===== src/rtl/mips_lsu_pkg.sv =====
// Shared opcodes, FSM states and lane helpers for the mini-MIPS load/store unit.
package mips_lsu_pkg;

    localparam logic [5:0] OP_LB  = 6'h20;
    localparam logic [5:0] OP_LH  = 6'h21;
    localparam logic [5:0] OP_LW  = 6'h23;
    localparam logic [5:0] OP_LBU = 6'h24;
    localparam logic [5:0] OP_LHU = 6'h25;
    localparam logic [5:0] OP_SB  = 6'h28;
    localparam logic [5:0] OP_SH  = 6'h29;
    localparam logic [5:0] OP_SW  = 6'h2B;

    typedef enum logic [1:0] {
        ST_IDLE  = 2'd0,
        ST_READ  = 2'd1,
        ST_WRITE = 2'd2,
        ST_RESP  = 2'd3
    } lsu_state_e;

    // Loads sit at 0x20-0x25, stores at 0x28-0x2B: bit 3 tells them apart.
    function automatic logic is_load(input logic [5:0] op);
        return !op[3];
    endfunction

    // Select the big-endian byte/halfword lane and extend it to 32 bits.
    function automatic logic [31:0] lane_extract(input logic [5:0]  op,
                                                 input logic [1:0]  off,
                                                 input logic [31:0] word);
        logic [7:0]  b;
        logic [15:0] h;
        logic [31:0] res;
        case (off)
            2'd0:    b = word[31:24];
            2'd1:    b = word[23:16];
            2'd2:    b = word[15:8];
            default: b = word[7:0];
        endcase
        h = off[1] ? word[15:0] : word[31:16];
        case (op)
            OP_LB:   res = {{24{b[7]}}, b};
            OP_LBU:  res = {24'd0, b};
            OP_LH:   res = {{16{h[15]}}, h};
            OP_LHU:  res = {16'd0, h};
            OP_LW:   res = word;
            default: res = 32'd0;
        endcase
        return res;
    endfunction

    // Insert the low byte/halfword of the store data into the fetched word.
    function automatic logic [31:0] lane_merge(input logic [5:0]  op,
                                               input logic [1:0]  off,
                                               input logic [31:0] word,
                                               input logic [31:0] wdata);
        logic [31:0] res;
        res = word;
        case (op)
            OP_SB: begin
                case (off)
                    2'd0:    res[31:24] = wdata[7:0];
                    2'd1:    res[23:16] = wdata[7:0];
                    2'd2:    res[15:8]  = wdata[7:0];
                    default: res[7:0]   = wdata[7:0];
                endcase
            end
            OP_SH: begin
                if (off[1]) res[15:0]  = wdata[15:0];
                else        res[31:16] = wdata[15:0];
            end
            OP_SW:   res = wdata;
            default: res = word;
        endcase
        return res;
    endfunction

endpackage


===== src/rtl/mips_load_store_unit_lane.sv =====
// Combinational lane logic: load extraction/extension and sub-word store merge.
module mips_lsu_lane
    import mips_lsu_pkg::*;
(
    input  logic [5:0]  op,
    input  logic [1:0]  offset,
    input  logic [31:0] rd_word,
    input  logic [31:0] wdata,
    output logic [31:0] load_data_c,
    output logic [31:0] merge_word_c
);

    // Both results derive from the word currently returned by memory.
    always_comb begin
        load_data_c  = lane_extract(op, offset, rd_word);
        merge_word_c = lane_merge(op, offset, rd_word, wdata);
    end

endmodule


===== src/rtl/mips_load_store_unit.sv =====
// Data-memory initiator: byte-addressed MIPS loads/stores onto a word memory.
module mips_load_store_unit
    import mips_lsu_pkg::*;
#(
    parameter int unsigned MEM_WORDS = 256
) (
    input  logic        clk,
    input  logic        rst_n,
    input  logic        req_valid,
    output logic        req_ready,
    input  logic [5:0]  req_op,
    input  logic [31:0] req_addr,
    input  logic [31:0] req_wdata,
    output logic        resp_valid,
    output logic [31:0] resp_rdata,
    output logic        resp_err,
    output logic [31:0] mem_address,
    output logic [31:0] mem_write_data,
    output logic        mem_read,
    output logic        mem_write,
    input  logic [31:0] mem_read_data
);

    localparam int unsigned ADDR_LIMIT = 4 * MEM_WORDS;

    lsu_state_e  state;
    logic [5:0]  op_q;
    logic [1:0]  off_q;
    logic [31:0] wdata_q;
    logic [31:0] load_data_c;
    logic [31:0] merge_word_c;
    logic        req_err_c;
    logic        accept_c;

    mips_lsu_lane u_lane (
        .op          (op_q),
        .offset      (off_q),
        .rd_word     (mem_read_data),
        .wdata       (wdata_q),
        .load_data_c (load_data_c),
        .merge_word_c(merge_word_c)
    );

    // Ready follows reset release directly so a request can be taken in that cycle.
    assign req_ready = rst_n && (state == ST_IDLE);
    assign accept_c  = req_valid && req_ready;

    // Reject unknown opcodes, misaligned accesses and addresses past the memory.
    always_comb begin
        req_err_c = 1'b0;
        case (req_op)
            OP_LB, OP_LBU, OP_SB: req_err_c = 1'b0;
            OP_LH, OP_LHU, OP_SH: req_err_c = req_addr[0];
            OP_LW, OP_SW:         req_err_c = (req_addr[1:0] != 2'd0);
            default:              req_err_c = 1'b1;
        endcase
        if (req_addr >= 32'(ADDR_LIMIT)) req_err_c = 1'b1;
    end

    // Request FSM with registered memory and response outputs.
    always_ff @(posedge clk or negedge rst_n) begin
        if (!rst_n) begin
            state          <= ST_IDLE;
            op_q           <= 6'd0;
            off_q          <= 2'd0;
            wdata_q        <= 32'd0;
            resp_valid     <= 1'b0;
            resp_rdata     <= 32'd0;
            resp_err       <= 1'b0;
            mem_address    <= 32'd0;
            mem_write_data <= 32'd0;
            mem_read       <= 1'b0;
            mem_write      <= 1'b0;
        end else begin
            resp_valid <= 1'b0;
            resp_rdata <= 32'd0;
            resp_err   <= 1'b0;
            mem_read   <= 1'b0;
            mem_write  <= 1'b0;
            case (state)
                ST_IDLE: begin
                    if (accept_c) begin
                        op_q    <= req_op;
                        off_q   <= req_addr[1:0];
                        wdata_q <= req_wdata;
                        if (req_err_c) begin
                            state      <= ST_RESP;
                            resp_valid <= 1'b1;
                            resp_err   <= 1'b1;
                        end else if (req_op == OP_SW) begin
                            state          <= ST_WRITE;
                            mem_write      <= 1'b1;
                            mem_address    <= {2'b00, req_addr[31:2]};
                            mem_write_data <= req_wdata;
                        end else begin
                            state       <= ST_READ;
                            mem_read    <= 1'b1;
                            mem_address <= {2'b00, req_addr[31:2]};
                        end
                    end
                end
                ST_READ: begin
                    if (is_load(op_q)) begin
                        state      <= ST_RESP;
                        resp_valid <= 1'b1;
                        resp_rdata <= load_data_c;
                    end else begin
                        state          <= ST_WRITE;
                        mem_write      <= 1'b1;
                        mem_write_data <= merge_word_c;
                    end
                end
                ST_WRITE: begin
                    state      <= ST_RESP;
                    resp_valid <= 1'b1;
                end
                default: begin
                    state <= ST_IDLE;
                end
            endcase
        end
    end

endmodule


===== config.mk =====
export PLATFORM = sky130hd
export DESIGN_NAME = mips_load_store_unit
export DESIGN_NICKNAME = d
export VERILOG_FILES = /design/src/rtl/mips_lsu_pkg.sv /design/src/rtl/mips_load_store_unit_lane.sv /design/src/rtl/mips_load_store_unit.sv
export SDC_FILE = /design/constraint.sdc
export NUM_CORES = 1
export LEC_CHECK = 0
export ABC_AREA = 1
export CAP_MARGIN = 20
export CORE_MARGIN = 5
export CORE_UTILIZATION = 45
export DETAILED_ROUTE_END_ITERATION = 8
export MAX_ROUTING_LAYER = met4
export PLACE_DENSITY_LB_ADDON = 0.08
export REMOVE_ABC_BUFFERS = 1
export SLEW_MARGIN = 20
export SYNTH_ARGS = -nofsm -noshare
export SYNTH_HDL_FRONTEND = slang
export SYNTH_SLANG_ARGS = --single-unit

===== constraint.sdc =====
create_clock -name clk -period 1.8 [get_ports clk]
set_input_delay 0.45 -clock clk [delete_from_list [all_inputs] [get_ports clk]]
set_output_delay 0.45 -clock clk [all_outputs]
set_load 0.03 [all_outputs]

# After elaboration in Yosys (flattened, before gate mapping)
# Cells that the tools add are included.
# W data, S select, Z words.
# totals
register_bits	140
in_bits	105
output_inout_bits	101
elab_cells	88
# op_classes
n_lt_le_gt_ge	1
eq_ne	24
muxes	38
n_bitwise	1
n_reduce_logical	13
# ops
cell	count
$mux W32	6
$pmux W32 S5	1
$eq A6 B6 Y1 const B	16
$pmux W32 S3	1
$pmux W32 S2	1
$mux W16	3
$ge A32 B11 Y1 const B	1
$mux W8	4
$pmux W8 S3	1
$mux W1	14
$reduce_or A3 Y1	3
$mux W2	3
$ne A2 B2 Y1 const B	3
$pmux W1 S3	2
$pmux W2 S3	1
$reduce_and A5 Y1	1
$eq A2 B1 Y1 const B	2
$eq A2 B2 Y1 const B	2
$logic_not A2 Y1	2
$reduce_bool A2 Y1	2
$reduce_and A3 Y1	1
$logic_and A1 B1 Y1	2
$ne A2 B1 Y1 const B	1
$pmux W1 S2	1
other kinds (3)	3

# Logic depth before layout (Yosys ltp)
# depth
depth_word	7
ltp_mapped	13
ltp_nobuf	11

# Hierarchy
# A second synthesis with hierarchy kept.
# unflattened
hier_cells	1337
hier_area_um2	8674.6
# by_module_without_submodules
mod	instances	cells_each	area_per_inst_um2	seq_area_each_um2
mips_load_store_unit	1	681	5765.5	3503.4
mips_lsu_lane	1	656	2909.0	0.0

# Worst setup path after synthesis
# OpenSTA, ideal clock, no wires.
# synth_timing
path_kind	flip-flop to flip-flop
from	register state[0]
to	register mem_write_data[12]
setup_time_ns	0.117
arrival_time_ns	1.809
required_ns	1.683
path_slack_ns	-0.127
stages_incl_launch_ff	13
n_path_buf	1
period_less_slack_ns	1.927
path_cell_list	dfrtp_1 > inv_1 > ha_1 > nand2_1 > inv_2 > nand2_4 > inv_2 > nor2_1 > a211oi_4 > nand2_1 > buf_2 > nand2_1 > nand2_1
# synth_between
elab_chain_cells	5
word_cells_on_any_way	11
classes_between	5 x eq/ne; 1 x mux; 5 x reduce/logical
# synth_lines
item	line	rtl
start, declared	mips_load_store_unit.sv:26	lsu_state_e state;
start signal, assigned	mips_load_store_unit.sv:63	state <= ST_IDLE;
start signal, assigned	mips_load_store_unit.sv:87	state <= ST_RESP;
start signal, assigned	mips_load_store_unit.sv:91	state <= ST_WRITE;
$logic_not A2 Y1	mips_load_store_unit.sv:45	assign req_ready = rst_n && (state == ST_IDLE);
$logic_and A1 B1 Y1	mips_load_store_unit.sv:45	
via req_ready	mips_load_store_unit.sv:10	output logic req_ready,
$logic_and A1 B1 Y1	mips_load_store_unit.sv:46	assign accept_c = req_valid && req_ready;
$ne A2 B2 Y1 (no line)	--	
$reduce_and A5 Y1 (no line)	--	
end signal, assigned	mips_load_store_unit.sv:94	mem_write_data <= req_wdata;
end signal, assigned	mips_load_store_unit.sv:110	mem_write_data <= merge_word_c;
end, declared	mips_load_store_unit.sv:18	output logic [31:0] mem_write_data,
# The timed path passes the listed nets, and every way through them passes these cells.
# A chain may end at the register's enable or synchronous reset.

# Worst setup path in the final report
# layout_timing
from	register state[1]
to	register mem_write_data[19]
# layout_between
elab_chain_cells	5
word_cells_on_any_way	11
classes_between	5 x eq/ne; 1 x mux; 5 x reduce/logical
# layout_lines
item	line
$logic_not A2 Y1	mips_load_store_unit.sv:45, mips_load_store_unit.sv:80
$logic_and A1 B1 Y1	mips_load_store_unit.sv:45
$logic_and A1 B1 Y1	mips_load_store_unit.sv:46
$ne A2 B2 Y1 (no line)	--
$reduce_and A5 Y1 (no line)	--
# Several ways; a longest one is shown, not always the timed one.

==> results.cfg <==
[sta]
fin_ws_ns = -0.00448
tightest_slew_ns = 0.771
setup_viol = 1
slew-limit-headroom = 0.486
clock_skew_ns = 0.00965
period_needed_ns = 1.80
rsz0062_at_grt = true
clock.fmax_ghz = 0.554
hold_violations = 0
maxSlewViolCount = 0
fin_crit_sh = 1.00

[pwr]
p_sw_mw = 7.98
vdd_drop_max_uv = 1210
clkPwrFrac = 0.211
power_frac_seq = 0.275
sw_frac_of_total = 0.466
p_leak_nw = 6.53
combPwrFrac = 0.514
p_per_area_nw_per_um2 = 1450
internal_power_mw = 9.15

[clocking]
cts_buffers = 17
cts.sinks = 140
cts_root_buf = clkbuf_16
htree_levels = 4
cts_hold_buf = 0
cts_max_path_buffers = 2
tritoncts = done
clock_latency_ns = 0.43
clk_pin_slew_ns = 0.07

[die]
dieArea_um2 = 21100
coreArea_um2 = 18000
die_x_um = 145
start_util = 0.457
die_y_um = 145
io_pins = 206
rows = 49

[final_layout]
final_area_um2 = 11800
nets = 1616
stdcell_count = 1749
area_delta_synth_final_pct = 43.6
diodes = 0
final_layout_size_suffix_gt1_frac = 0.132

[placement]
gp_congestion = 0.929
hpwlAfterDp_um = 20600
place_area_um2 = 11100
dp_cells = 1706
io_buffers = 203

[min_path]
hold_class = input port to asynchronous set/reset pin

[synth]
syn_area_um2 = 8240
synth-seq-cells = 140
ys_types = 32
synth-edff-count = 0
ys_top_cells_by_area = dfrtp_1 (43%), nand2_1 (23%), nor2_1 (6.9%), nand3_1 (6.9%), inv_1 (5.1%)
syn_area_per_cell_um2 = 6.61
synth_top_area_frac = 0.425
syn_inst = 1246
ys_warn_count = 0
ys_seq_area_frac = 0.425
synthTopCellsByCount = nand2_1 (503), nor2_1 (151), dfrtp_1 (140)
post-synth-top-count-cell = nand2_1
synth_top_area_cell = dfrtp_1
async_reset_ff_frac = 1.00
synth_flop_cell = dfrtp_1

[grt]
grt_use_total = 0.277
grt_pass1_wl_um = 46400
grt_pass1_vias = 8492
grt_antenna_before_repair = 0
grt.overflow.total = 0
grt_max_degree = 141

[worst_setup_path]
start_kind = register
path_class = register to register
cp.arrival_ns = 2.12
crit_path_end_kind = register
critPathMaxFanout = 8
required_ns = 2.12

[routing]
drt-total-wl_um = 29800
drt_iter0_markers = 760
dr.pass1.iters = 5
vias = 9014
via_per_inst = 5.15
ant_nets = 0
wl_per_cell_um = 17.1
drc = 0

[status]
violations = setup timing
status = complete, but fails checks

[flow_run]
maxCapViolCount = 0
## cells in the final DEF, fill, tap and decap left out, types with 3 or more instances in the layout
cell and n:
a21oi_1 43, a31oi_1 18, buf_12 11, buf_4 86, buf_6 5, clkbuf_16 20
clkdlybuf4s50_1 98, dfrtp_1 138, dlygate4sd2_1 98, dlymetal6s2s_1 5, inv_1 106, inv_2 10
inv_6 5, inv_8 5, nand2_1 488, nand2_2 15, nand2_4 3, nand3_1 112
nand3_2 3, nand4_1 8, nor2_1 144, nor2_2 11, nor2_4 4, o2111ai_1 7
o21ai_0 39, o21ai_1 7, or2_2 4
## what timing repair did
action / CTS / global route
hold endpoints to repair: 0 / 0
cloned: 0 / 4
setup endpoints to repair: 131 / 91
pin swaps: 0 / 9
gates resized for setup: 108 / 41
buffers inserted: 1 / 7
## per-layer routing
| metal | GRT usage | share of wire | up-vias |
|---|---|---|---|
| met2 | 0.420 | 0.46 | 343 |
| li1 | - | - | 4418 |
| met4 | 0.0746 | 0.016 | 0 |
| met5 | - | 0 | - |
| met3 | 0.0452 | 0.070 | 38 |
| met1 | 0.389 | 0.45 | 4215 |
## path summary, 6_finish.rpt
path	startpoint	end	slack, ns	cells past startpoint
max	state[1]$_DFFE_PN0N_	mem_write_data[19]$_DFFE_PN0P_	-0.004	10
min	rst_n	mem_address[22]$_DFFE_PN0P_	0.18	2
max reg2reg	state[1]$_DFFE_PN0N_	mem_write_data[19]$_DFFE_PN0P_	-0.004	10
min reg2reg	mem_address[22]$_DFFE_PN0P_	mem_address[22]$_DFFE_PN0P_	0.46	2
max in group asynchronous	rst_n	off_q[1]$_DFFE_PN0P_	1.04	2
min in group clk	req_op[5]	op_q[5]$_DFFE_PN0P_	0.40	4
## worst max-delay path, stage by stage (launching register included)
cell and delay, ns:
dfrtp_1 0.36, inv_2 0.06, buf_4 0.14, ha_4 0.16, inv_2 0.09, nor2_2 0.06
a211oi_4 0.34, nand2_4 0.14, clkbuf_16 0.22, nand2_2 0.06, nand2_1 0.05
## area by class of cell
type                    instances  area (um2)
fillers                      1670        6190
multi-input cells             923        4100
flip-flops and latches        140        3510
repair buffers                306        2900
inverters                     119         452
clock buffers                  17         425
well taps                     229         287
clock inverters                15         170
## cells by family after synthesis
logic type	synth area share
AND/OR/NAND/NOR	0.393
buffers and inverters	0.0937
flip-flops	0.425
AO/OA/AOI/OAI	0.0821
adder cells (fa/ha/maj)	0.00607
other	0.000455
## sequential cells by signal (all words and copies together) (netlist names)
signal and count:
mem_write_data 32, resp_rdata 32, wdata_q 32, mem_address 30, op_q 6, off_q 2
state 2, mem_read 1, mem_write 1, resp_err 1, resp_valid 1
## power by group through the flow
stage	Clock, mW	Sequential, mW	Combinational, mW
2_1_floorplan	0	5.56	3.87
3_3_place_gp	0	4.74	8.42
3_5_place_dp	0	4.73	8.51
4_1_cts	3.66	4.68	8.35
5_1_grt	3.82	4.82	9.58
6_report	3.61	4.71	8.81
## per-stage QoR
step / setup TNS, ns / util / hold WS [ns] / power [mW] / setup slack (ns)
detailed placement: -30.24 / 0.614 / 0.452 / 13.2 / -0.454
global placement: -23.84 / 0.614 / 0.448 / 13.2 / -0.339
CTS: 0 / 0.642 / 0.219 / 16.7 / 0.000622
finish: -0.00448 / 0.657 / 0.181 / 17.1 / -0.00448
floorplan: -103.66 / - / 0.154 / 9.43 / -2.16
global route: -2.75 / 0.657 / 0.241 / 18.2 / -0.0915
Note: power is estimated with default switching activity, not from simulation.
